===== config.mk =====
export PLATFORM = sky130hd
export DESIGN_NAME = serial_port_transmitter_flat
export DESIGN_NICKNAME = d
export VERILOG_FILES = /design/src/rtl/serial_port_transmitter_if.sv /design/src/rtl/serial_port_transmitter.sv /design/src/flat_wrapper.sv
export SDC_FILE = /design/constraint.sdc
export NUM_CORES = 1
export LEC_CHECK = 0
export CAP_MARGIN = 0
export CORE_AREA = 5 5 56 58
export DETAILED_ROUTE_END_ITERATION = 10
export DIE_AREA = 0 0 61 63
export HOLD_SLACK_MARGIN = 0.03
export PLACE_DENSITY_LB_ADDON = 0.1
export REMOVE_ABC_BUFFERS = 1
export SYNTH_ARGS = -nofsm -noshare
export SYNTH_HDL_FRONTEND = slang
export SYNTH_SLANG_ARGS = --single-unit

===== constraint.sdc =====
create_clock -name clk -period 2.5 [get_ports clk]
set_clock_uncertainty 0.1 [all_clocks]
set_input_delay 0.625 -clock clk [delete_from_list [all_inputs] [get_ports clk]]
set_output_delay 0.625 -clock clk [all_outputs]
set_load 0.1 [all_outputs]

===== src/rtl/serial_port_transmitter_if.sv =====
// Bundle of the serial router's step enable, serial input and routed outputs.
// The state field mirrors the FSM register so checkers can bind to it.
interface serial_port_transmitter_if;
    logic       clkEn;
    logic       SerIn;
    logic       SerOutValid;
    logic       Done;
    logic       P0;
    logic       P1;
    logic       P2;
    logic       P3;
    logic [6:0] SSD_Out;
    logic [2:0] state;

    // Handshake: there is no ready; on each rising clk with clkEn=1 the router consumes
    // exactly one SerIn bit, and SerOutValid=1 marks that the same bit appears on P[port].
    modport master (
        output clkEn, SerIn,
        input  SerOutValid, Done, P0, P1, P2, P3, SSD_Out, state
    );

    modport slave (
        input  clkEn, SerIn,
        output SerOutValid, Done, P0, P1, P2, P3, SSD_Out, state
    );
endinterface


===== src/rtl/serial_port_transmitter.sv =====
// Serial-to-port router: start bit, 2-bit port id, 4-bit length, then N data bits
// forwarded to one of four outputs, with a seven-segment countdown of remaining bits.
module serial_port_transmitter (
    input  logic                      clk,
    input  logic                      rst,
    serial_port_transmitter_if.slave  bus
);
    typedef enum logic [2:0] {
        IDLE = 3'd0,
        PORT = 3'd1,
        LEN  = 3'd2,
        XMIT = 3'd3,
        DONE = 3'd4
    } state_t;

    state_t     state_q, state_d;
    logic [1:0] port_q, port_d;
    logic [3:0] cnt_q, cnt_d;
    logic [2:0] bc_q, bc_d;
    logic [3:0] len_shift;
    logic       xmit;

    always_ff @(posedge clk) begin
        if (rst) begin
            state_q <= IDLE;
            port_q  <= 2'd0;
            cnt_q   <= 4'd0;
            bc_q    <= 3'd0;
        end else if (bus.clkEn) begin
            state_q <= state_d;
            port_q  <= port_d;
            cnt_q   <= cnt_d;
            bc_q    <= bc_d;
        end
    end

    // Length as it will look once the current bit is shifted in; decides XMIT vs DONE.
    assign len_shift = {cnt_q[2:0], bus.SerIn};

    always_comb begin
        state_d = state_q;
        port_d  = port_q;
        cnt_d   = cnt_q;
        bc_d    = bc_q;
        case (state_q)
            IDLE: begin
                if (!bus.SerIn) begin
                    state_d = PORT;
                    bc_d    = 3'd0;
                end
            end
            PORT: begin
                port_d = {port_q[0], bus.SerIn};
                if (bc_q == 3'd1) begin
                    state_d = LEN;
                    bc_d    = 3'd0;
                end else begin
                    bc_d = bc_q + 3'd1;
                end
            end
            LEN: begin
                cnt_d = len_shift;
                if (bc_q == 3'd3) begin
                    state_d = (len_shift != 4'd0) ? XMIT : DONE;
                    bc_d    = 3'd0;
                end else begin
                    bc_d = bc_q + 3'd1;
                end
            end
            XMIT: begin
                cnt_d = cnt_q - 4'd1;
                if (cnt_q == 4'd1) begin
                    state_d = DONE;
                end
            end
            DONE: begin
                state_d = IDLE;
            end
            default: begin
                state_d = IDLE;
            end
        endcase
    end

    assign xmit            = (state_q == XMIT);
    assign bus.SerOutValid = xmit;
    assign bus.Done        = (state_q == DONE);
    assign bus.P0          = bus.SerIn & xmit & (port_q == 2'd0);
    assign bus.P1          = bus.SerIn & xmit & (port_q == 2'd1);
    assign bus.P2          = bus.SerIn & xmit & (port_q == 2'd2);
    assign bus.P3          = bus.SerIn & xmit & (port_q == 2'd3);
    assign bus.state       = state_q;

    // Active-low segments ordered {g,f,e,d,c,b,a}.
    always_comb begin
        bus.SSD_Out = 7'b1000000;
        case (cnt_q)
            4'h0: bus.SSD_Out = 7'b1000000;
            4'h1: bus.SSD_Out = 7'b1111001;
            4'h2: bus.SSD_Out = 7'b0100100;
            4'h3: bus.SSD_Out = 7'b0110000;
            4'h4: bus.SSD_Out = 7'b0011001;
            4'h5: bus.SSD_Out = 7'b0010010;
            4'h6: bus.SSD_Out = 7'b0000010;
            4'h7: bus.SSD_Out = 7'b1111000;
            4'h8: bus.SSD_Out = 7'b0000000;
            4'h9: bus.SSD_Out = 7'b0010000;
            4'hA: bus.SSD_Out = 7'b0001000;
            4'hB: bus.SSD_Out = 7'b0000011;
            4'hC: bus.SSD_Out = 7'b1000110;
            4'hD: bus.SSD_Out = 7'b0100001;
            4'hE: bus.SSD_Out = 7'b0000110;
            4'hF: bus.SSD_Out = 7'b0001110;
            default: bus.SSD_Out = 7'b1000000;
        endcase
    end
endmodule


===== src/flat_wrapper.sv =====
// flat-port wrapper written by rule: the top's interface ports become plain ports
module serial_port_transmitter_flat 
  (clk, rst, bus_clkEn, bus_SerIn, bus_SerOutValid, bus_Done, bus_P0, bus_P1, bus_P2, bus_P3, bus_SSD_Out, bus_state);
  serial_port_transmitter_if bus_i ();
  input  logic clk;
  input  logic rst;
  input wire logic [$bits(bus_i.clkEn)-1:0] bus_clkEn;
  input wire logic [$bits(bus_i.SerIn)-1:0] bus_SerIn;
  output wire logic [$bits(bus_i.SerOutValid)-1:0] bus_SerOutValid;
  output wire logic [$bits(bus_i.Done)-1:0] bus_Done;
  output wire logic [$bits(bus_i.P0)-1:0] bus_P0;
  output wire logic [$bits(bus_i.P1)-1:0] bus_P1;
  output wire logic [$bits(bus_i.P2)-1:0] bus_P2;
  output wire logic [$bits(bus_i.P3)-1:0] bus_P3;
  output wire logic [$bits(bus_i.SSD_Out)-1:0] bus_SSD_Out;
  output wire logic [$bits(bus_i.state)-1:0] bus_state;
  assign bus_i.clkEn = bus_clkEn;
  assign bus_i.SerIn = bus_SerIn;
  assign bus_SerOutValid = bus_i.SerOutValid;
  assign bus_Done = bus_i.Done;
  assign bus_P0 = bus_i.P0;
  assign bus_P1 = bus_i.P1;
  assign bus_P2 = bus_i.P2;
  assign bus_P3 = bus_i.P3;
  assign bus_SSD_Out = bus_i.SSD_Out;
  assign bus_state = bus_i.state;
  serial_port_transmitter u_core (.clk(clk), .rst(rst), .bus(bus_i));
endmodule

==> metrics <==
status finished, final reports clean; R2R depth 9; Distinct cells, synth 44; top-area cell type share of the netlist area 0.288; leak pwr 0.697 nW; P_sw 492 uW; clock latency on the worst-skew pair about 0.3 ns; CTS tree yes; Synth Instances around 150; final setup violating endpoints 0; Max Fanout on Critical Path 4; DRT Pass-1 Iters 4; setup bufs post-CTS 0; Area Growth Syn to Fin 30.5%; fin crit period 2.33 ns; Worst EP required 2.65 ns; DP Wirelength between 2000 and 2500 um; Fillers around 210; Comb pwr share 0.519; setup TNS 0 ns; Post-synth EDFFs 0; sequential share of power 0.335; Clock Tree Buf Depth 2; io pins 20; Initial Util 0.505; DIE AREA 0.00384 mm2; synth top area cells dfxtp_1, ha_1, mux2i_1; Critical Path AT 2.48 ns; Peak supply drop 0.000518 V; CTS clk-pin slew, worst paths approximately 0.1 ns; cts hold-fix bufs 0; Reg2Reg Launch Point u_core.cnt_q[1]; sw frac 0.457; H-tree lvl count 1; r2r setup slk 0.28 ns; clock buffer count from CTS 3; Synth area leader dfxtp_1; sequential area share after synthesis 0.288; Post-Route WL 2910 um; via/cell ratio 5.50; worst hold slack 0.392 ns; crit path launch type input port; final non-filler cell area 0.00172 mm2; CTS resizes 1; RSZ-0062 raised after global routing no; Worst Hold End u_core.bc_q[1]; n_diodes 0; commonest non-fill, non-tap cell in the layout buf_4; Internal 585 uW; clock share of power 0.146; vias in the first global route between 1000 and 1500; hold path depth 2; Nets around 200; number of DRC markers in iteration 0 60; P per Cell Area 625 mW/mm2; Overflow after GRT 0; CTS sink cnt 19; fraction of layout instances using a drive strength above 1 0.302; Hold Crit Class register to register; Routed WL per cell 13.7 um; Ys Warns 0; synthesized flop and latch total 19; chip height around 63 um; Slew headroom 0.724; Placed Area 0.00169 mm2; standard-cell rows 19; crit share post-route 0.933; core area around 0.0026 mm2; first-pass GRT wire length 5060 um; Post-Syn Area 0.00132 mm2; worst slew pin tran around 0.4 ns; fmax between 0.4 and 0.5 GHz; DR vias 1171; PortBufs 19; Max Cap Viol 0; CP endpoint kind register; kind of critical path input port to register; worst r2r dst u_core.bus.SSD_Out[5]; Final Hold Fails 0; DRC errors left 0; ys flop type dfxtp_1; DIE WIDTH approximately 61 um; RD Place Congestion 0.792; hold wc startpoint u_core.bc_q[1]; asr flop ratio synth 0; pin count of the biggest net entering global routing 18; Synth Area per Inst 8.98 um2; antenna violations before repair 0; Post-DRT Antenna Nets 0; clock root buffer clkbuf_4; Tot GR Track Use 0.171; Pins Over Slew Limit 0; commonest cells after routing, fill and taps aside buf_4, dfxtp_1, inv_1, ha_1
## sequential cells by signal (all words and copies together), names as in the netlist
name / flops
u_core.bc_q: 3
u_core.cnt_q: 4
u_core.bus.SSD_Out: 7
u_core.bus.state: 3
u_core.port_q: 2
## through the flow
| stage | utilization | cells | power [mW] | setup WS [ns] |
|---|---|---|---|---|
| 6_report | 0.659 | 213 | 1.08 | 0.168 |
| 5_1_grt | 0.659 | 213 | 1.14 | 0.0140 |
| 4_1_cts | 0.657 | 213 | 1.09 | 0.0107 |
| 3_5_place_dp | 0.647 | 209 | 0.927 | -0.147 |
| 3_3_place_gp | 0.647 | 209 | 0.918 | -0.117 |
| 2_1_floorplan | - | 140 | 0.759 | -2.63 |
## routing by layer
| metal | track usage | vias to the layer above | part of all wire | wire (um) |
|---|---|---|---|---|
| met3 | 0.0310 | 9 | 0.025 | 72 |
| met5 | 0 | - | 0 | 0 |
| met1 | 0.194 | 550 | 0.41 | 1200 |
| met4 | 0.0840 | 0 | 0.030 | 87 |
| met2 | 0.295 | 15 | 0.53 | 1550 |
| li1 | - | 597 | - | - |
## cell usage after synthesis (all sizes together) (4+ instances only)
master  instances
a211oi          7
a21oi           8
buf             7
dfxtp          19
ha             12
inv            14
mux2i           6
nand2          11
nor2           11
nor3            8
o21ai           4
## worst max path at each step
stage | from | end | slack [ns] | cells past startpoint
2_1_floorplan | u_core.bus.state[0] | bus_P0 | -2.63 | 3
3_3_place_gp | bus_clkEn | u_core.bus.SSD_Out[3] | -0.12 | 9
3_5_place_dp | bus_clkEn | u_core.bus.SSD_Out[3] | -0.15 | 9
4_1_cts | bus_SerIn | bus_P1 | 0.01 | 5
5_1_grt | bus_clkEn | u_core.bus.SSD_Out[5] | 0.01 | 9
6_report | bus_clkEn | u_core.bus.SSD_Out[1] | 0.17 | 9
## layout make-up
class / instances / area, um2 / area share
multi-input cells: 107 / 828 / 0.481
repair buffers: 38 / 395 / 0.229
flip-flops and latches: 19 / 382 / 0.221
inverters: 14 / 52.6 / 0.0305
well taps: 31 / 38.8 / 0.0225
clock buffers: 4 / 26.3 / 0.0153
## power groups by stage
stage | clock [mW] | sequential, mW | combinational (mW)
2_1_floorplan | 0 | 0.560 | 0.199
3_3_place_gp | 0 | 0.367 | 0.551
3_5_place_dp | 0 | 0.368 | 0.559
4_1_cts | 0.163 | 0.361 | 0.561
5_1_grt | 0.175 | 0.366 | 0.596
6_report | 0.157 | 0.361 | 0.559
## kinds of logic (layout without fill, tap and decap cells)
group	Yosys count	in the layout	share of synthesized area
muxes	6	6	0.0455
adders and majority gates	12	12	0.114
AOI/OAI and AO/OA	36	36	0.246
buffers and inverters	21	56	0.0853
and+or+nand+nor	53	53	0.222
DFF	19	19	0.288
## worst max-delay path: stages
cell and delay, ns:
clkdlybuf4s50_1 0.44, buf_4 0.16, and3b_2 0.20, a2bb2oi_2 0.19
a31oi_4 0.13, inv_1 0.14, ha_1 0.25, nor3_2 0.23
a21o_1 0.11
Power figures use the tool's default switching activity.
